<file path="src/rtl/feistel_round_engine.sv">
// Iterative Feistel cipher core: one registered round reused NUM_ROUNDS times.
// The round function F lives outside this block; the engine only sequences
// the halves, exposes the subkey index and forwards the subkey to F.
module feistel_round_engine #(
    parameter int HALF_W         = 32,
    parameter int KEY_W          = 48,
    parameter int NUM_ROUNDS     = 16,
    parameter int IDX_W          = 4,
    parameter int UNDO_LAST_SWAP = 1
) (
    input  logic                  wClk,
    input  logic                  wRst,
    input  logic                  wInValid,
    output logic                  wInReady,
    input  logic                  wInDecrypt,
    input  logic [2*HALF_W-1:0]   wInputData,
    output logic [IDX_W-1:0]      oRoundIdx,
    input  logic [KEY_W-1:0]      wSubKey,
    output logic [HALF_W-1:0]     oFIn,
    output logic [KEY_W-1:0]      wFKey,
    input  logic [HALF_W-1:0]     iFOut,
    output logic                  wOutValid,
    input  logic                  wOutReady,
    output logic [2*HALF_W-1:0]   wOutputData,
    output logic                  wBusy
);

    typedef enum logic [1:0] {
        ST_IDLE = 2'd0,
        ST_RUN  = 2'd1,
        ST_DONE = 2'd2
    } state_t;

    // Index of the final round; also the base for the reversed decrypt order.
    localparam logic [IDX_W-1:0] LAST_IDX = IDX_W'(NUM_ROUNDS - 1);

    state_t                r_state;
    state_t                w_state_next;
    logic [HALF_W-1:0]     r_l;
    logic [HALF_W-1:0]     r_r;
    logic [IDX_W-1:0]      r_cnt;
    logic                  r_decrypt;
    logic                  w_accept;
    logic                  w_round;
    logic                  w_last;
    logic [2*HALF_W-1:0]   w_result;

    // State register; reset dominates any handshake in the same cycle.
    always_ff @(posedge wClk) begin
        if (wRst) begin
            r_state <= ST_IDLE;
        end else begin
            r_state <= w_state_next;
        end
    end

    // Next-state logic and handshake/status outputs.
    always_comb begin
        w_state_next = r_state;
        wInReady     = 1'b0;
        wOutValid    = 1'b0;
        wBusy        = 1'b0;
        oRoundIdx    = '0;
        w_accept     = 1'b0;
        w_round      = 1'b0;
        w_last       = (r_cnt == LAST_IDX);
        case (r_state)
            ST_IDLE: begin
                wInReady = 1'b1;
                if (wInValid) begin
                    w_accept     = 1'b1;
                    w_state_next = ST_RUN;
                end
            end
            ST_RUN: begin
                wBusy     = 1'b1;
                w_round   = 1'b1;
                // Decrypt walks the key schedule backwards; unsigned IDX_W math.
                oRoundIdx = r_decrypt ? (LAST_IDX - r_cnt) : r_cnt;
                if (w_last) begin
                    w_state_next = ST_DONE;
                end
            end
            ST_DONE: begin
                wBusy     = 1'b1;
                wOutValid = 1'b1;
                if (wOutReady) begin
                    w_state_next = ST_IDLE;
                end
            end
            default: begin
                w_state_next = ST_IDLE;
            end
        endcase
    end

    // Round datapath: load on accept, then L<=R, R<=L^F(R) once per RUN cycle.
    always_ff @(posedge wClk) begin
        if (wRst) begin
            r_l       <= '0;
            r_r       <= '0;
            r_cnt     <= '0;
            r_decrypt <= 1'b0;
        end else if (w_accept) begin
            r_l       <= wInputData[2*HALF_W-1 -: HALF_W];
            r_r       <= wInputData[HALF_W-1:0];
            r_decrypt <= wInDecrypt;
            r_cnt     <= '0;
        end else if (w_round) begin
            r_l   <= r_r;
            r_r   <= r_l ^ iFOut;
            r_cnt <= r_cnt + IDX_W'(1);
        end
    end

    // Final half ordering: DES-style ciphers undo the swap of the last round.
    generate
        if (UNDO_LAST_SWAP != 0) begin : g_undo_swap
            assign w_result = {r_r, r_l};
        end else begin : g_keep_swap
            assign w_result = {r_l, r_r};
        end
    endgenerate

    assign oFIn        = r_r;
    assign wFKey       = wSubKey;
    // Result bus is quiet except while a finished block is being offered.
    assign wOutputData = (r_state == ST_DONE) ? w_result : '0;

endmodule

</file>
<file path="config.mk">
export PLATFORM = sky130hd
export DESIGN_NAME = feistel_round_engine
export DESIGN_NICKNAME = d
export VERILOG_FILES = /design/src/rtl/feistel_round_engine.sv
export SDC_FILE = /design/constraint.sdc
export NUM_CORES = 1
export LEC_CHECK = 0
export BUFFER_PORTS_ARGS = -buffer_cell sky130_fd_sc_hd__buf_2
export CAP_MARGIN = 20
export CORE_MARGIN = 8
export CORE_UTILIZATION = 38
export CTS_CLUSTER_SIZE = 20
export DETAILED_ROUTE_END_ITERATION = 7
export PLACE_DENSITY = 0.85
export SLEW_MARGIN = 10
export SYNTH_ARGS = -nofsm -noshare
export SYNTH_HDL_FRONTEND = slang
export SYNTH_SLANG_ARGS = --single-unit
</file>
<file path="constraint.sdc">
create_clock -name wClk -period 1.4 [get_ports wClk]
set_input_delay 0.07 -clock wClk [delete_from_list [all_inputs] [get_ports wClk]]
set_output_delay 0.07 -clock wClk [all_outputs]
set_load 0.01 [all_outputs]
</file>
==> flow_metrics.py <==
metrics = {
    "grt": {
        "grt_antenna_before_repair": 1,
        "grt_pass1_wl_um": 20840,
        "grt_max_degree": 42,
        "grt_pass1_vias": 4240,
        "grt_overflow": 0,
        "grt_use_total_pct": 17.17,
    },
    "timing": {
        "hold_violations": 0,
        "fin_skew_ns": 0.003313,
        "setup_viol": 104,
        "min_period_over_period_pct": 105.8,
        "worst_hold_slack_ns": 0.02440,
        "fin_crit_ns": 1.481,
        "rsz0062_at_grt": "true",
        "slew_violations": 0,
        "timing.fmax_mhz": 675.1,
        "tns_ns": -4.141,
        "maxSlewHeadroom_pct": 71.40,
        "worstMarginPinSlew_ns": 0.4290,
        "setup_ws_ns": -0.08122,
    },
    "logic_synthesis": {
        "syn_inst": 521,
        "ys_types": 21,
        "synth_fp_nets": 675,
        "netlist_area_um2": 4320,
        "synth.largest_area_cell": "dfxtp_1",
        "synth_top_area_share_pct": 32.90,
        "synth_seq_cells": 71,
        "synth_warnings": 0,
        "synth.area.top_cells": "dfxtp_1 (33%), and2_1 (10%), buf_4 (8.5%)",
        "syn_area_per_cell_um2": 8.293,
        "yosysSeqAreaShare_pct": 32.90,
    },
    "final_layout": {
        "utilization_pct": 58.75,
        "design_area_um2": 6623,
        "final_cells": 870,
        "area_growth_pct": 53.29,
        "drive_above_1_share_pct": 42.64,
        "num-nets-final": 878,
        "diodes": 0,
    },
    "run_status": {
        "outcome": "finished with violations",
        "violations": "setup timing",
    },
    "floorplan": {
        "die_area_um2": 15040,
        "core_region_area_um2": 11270,
        "die_w_um": 122.6,
        "die_h_um": 122.6,
        "start_util_pct": 38.33,
        "ios": 300,
        "row_count": 39,
    },
    "power": {
        "power_density_nw_per_um2": 1822,
        "leakage_nw": 3.077,
        "vdd_ir_drop_max_mv": 0.7875,
        "totalPowerFinal_mw": 12.06,
    },
    "placement": {
        "pre_cts_ws_ns": -0.02713,
        "dp_hpwl_um": 9306,
        "port_buffers": 203,
        "place_congestion": 0.7674,
        "placed_cell_area_um2": 5170,
        "place_inst": 793,
    },
    "cts": {
        "cts_sinks": 71,
        "cts_tree": "done",
        "clkTransAtPathRegs_ns": 0.05,
        "clk_path_buf_depth": 2,
        "clock_latency_ns": 0.33,
        "numCtsBuffers": 9,
        "h-tree-depth": 3,
        "cts_root_buf": "clkbuf_16",
    },
    "critical_path": {
        "crit_path_end_kind": "output pin",
        "cpPeakStageDelay_ns": 0.36,
        "worst-setup-path-type": "reg -> out",
        "worstSetupStartpointType": "register",
        "critPathRequiredTime_ns": 1.33,
        "slowest_stage": "dfxtp_4",
        "arrival_ns": 1.41,
        "cp_cell_sequence": "inv_4 > ha_4 > buf_12 > and2_1 > buf_2",
        "path_max_fanout": 32,
    },
    "drt": {
        "drt_pre_antenna_iters": 5,
        "wl_um": 15640,
        "drt_first_iter_violations": 222,
        "drtAntennaViolNets": 0,
        "wl_per_cell_um": 17.97,
        "remaining_drc_errors": 0,
        "via_count": 4409,
        "viasPerCell": 5.068,
    },
    "run": {
        "drv_cap": 0,
    },
    "min_path": {
        "hold_class": "in -> reg",
    },
}
==> synth_stat cells <==
| master | n |
|---|---|
| xor2_1 | 6 |
| buf_4 | 49 |
| dfxtp_1 | 71 |
| and2_1 | 69 |
| a211o_1 | 32 |
| a211oi_1 | 32 |
| buf_2 | 11 |
| buf_6 | 5 |
| buf_1 | 2 |
| inv_1 | 4 |
| nand3_1 | 1 |
| clkbuf_1 | 22 |
| nor2_1 | 68 |
| a21oi_1 | 33 |
| xnor2_1 | 33 |
| nand2_1 | 36 |
| nand2b_1 | 5 |
| a222oi_1 | 1 |
| mux2i_1 | 35 |
| ha_1 | 5 |
| nand4_1 | 1 |
==> worst max-delay path, delay by kind of cell (launching register included) <==
| family | cells | cell delay [ns] |
|---|---|---|
| DFF | 1 | 0.36 |
| adders and majority gates | 1 | 0.17 |
| and+or+nand+nor | 1 | 0.16 |
| buffers and inverters | 3 | 0.38 |
==> sequential cells by signal, summed over array words and instances (netlist names) <==
signal     cells
r_l           32
r_decrypt      1
oFIn          32
r_state        2
r_cnt          4
==> cell usage in the layout, fill, tap and decap left out, types with 10 or more instances in the layout <==
master and n:
a211oi_2 10, buf_6 12, clkbuf_16 21, a211o_1 32
a211oi_1 22, buf_4 10, and2_1 63, nand2_1 35
mux2i_1 30, dfxtp_1 69, xnor2_1 33, a21oi_2 10
a21oi_1 23, dlygate4sd3_1 32, buf_12 10, buf_2 197
nor2_1 58
==> final cells by class <==
| cell class | instances | area [um2] |
|---|---|---|
| repair buffers | 281 | 2187 |
| flip-flops and latches | 71 | 1429 |
| inverters | 4 | 22.52 |
| clock inverters | 1 | 5.005 |
| fillers | 926 | 4649 |
| multi-input cells | 357 | 2540 |
| well taps | 143 | 178.9 |
| clock buffers | 13 | 260.3 |
==> routing by layer <==
layer  global-route usage, %  vias to the layer above  share of wire, %
li1                        -                     2100                 -
met1                   19.83                     2063                40
met2                   28.83                      216                50
met3                   5.842                       28               8.2
met4                   6.550                        2               1.6
met5                       0                        -             0.077
==> logic make-up after synthesis <==
logic type	count (synthesis)	share of synthesized area, %
AND/OR/NAND/NOR	180	20.01
AO/OA/AOI/OAI	98	16.10
buffers and inverters	93	13.52
flip-flops	71	32.90
XOR/XNOR	39	7.906
multiplexers	35	8.109
adder cells (fa/ha/maj)	5	1.448
==> power breakdown <==
part	switching (mW)	internal [mW]	leakage, nW	total [mW]
sequential	0.679	2.68	0.588	3.36
clock	0.825	1.27	0.132	2.10
combinational	3.03	3.58	2.36	6.61
total	4.54	7.53	3.08	12.1
==> path summary, 6_finish.rpt <==
| check | slack, ns | endpoint | cells past startpoint | start |
|---|---|---|---|---|
| worst max-delay path | -0.08 | wOutputData[57] | 5 | r_state[0]$_SDFFE_PP0P_ |
| worst min-delay path | 0.02 | oFIn[2]$_SDFFE_PP0P_ | 3 | wInputData[2] |
| worst max register to register | -0.08 | oFIn[0]$_SDFFE_PP0P_ | 8 | r_state[1]$_SDFFE_PP0P_ |
| worst min register to register | 0.54 | r_state[1]$_SDFFE_PP0P_ | 2 | r_state[1]$_SDFFE_PP0P_ |
==> repair_timing <==
item                                    CTS  global route
resized for setup                        22            61
gates cloned                              4            15
endpoints found under the hold margin    32             0
buffers inserted                          6             6
pin swaps                                 8            54
endpoints found under the setup margin  100           119
hold buffers                             32             0
Note: power is estimated with default switching activity, not from simulation.
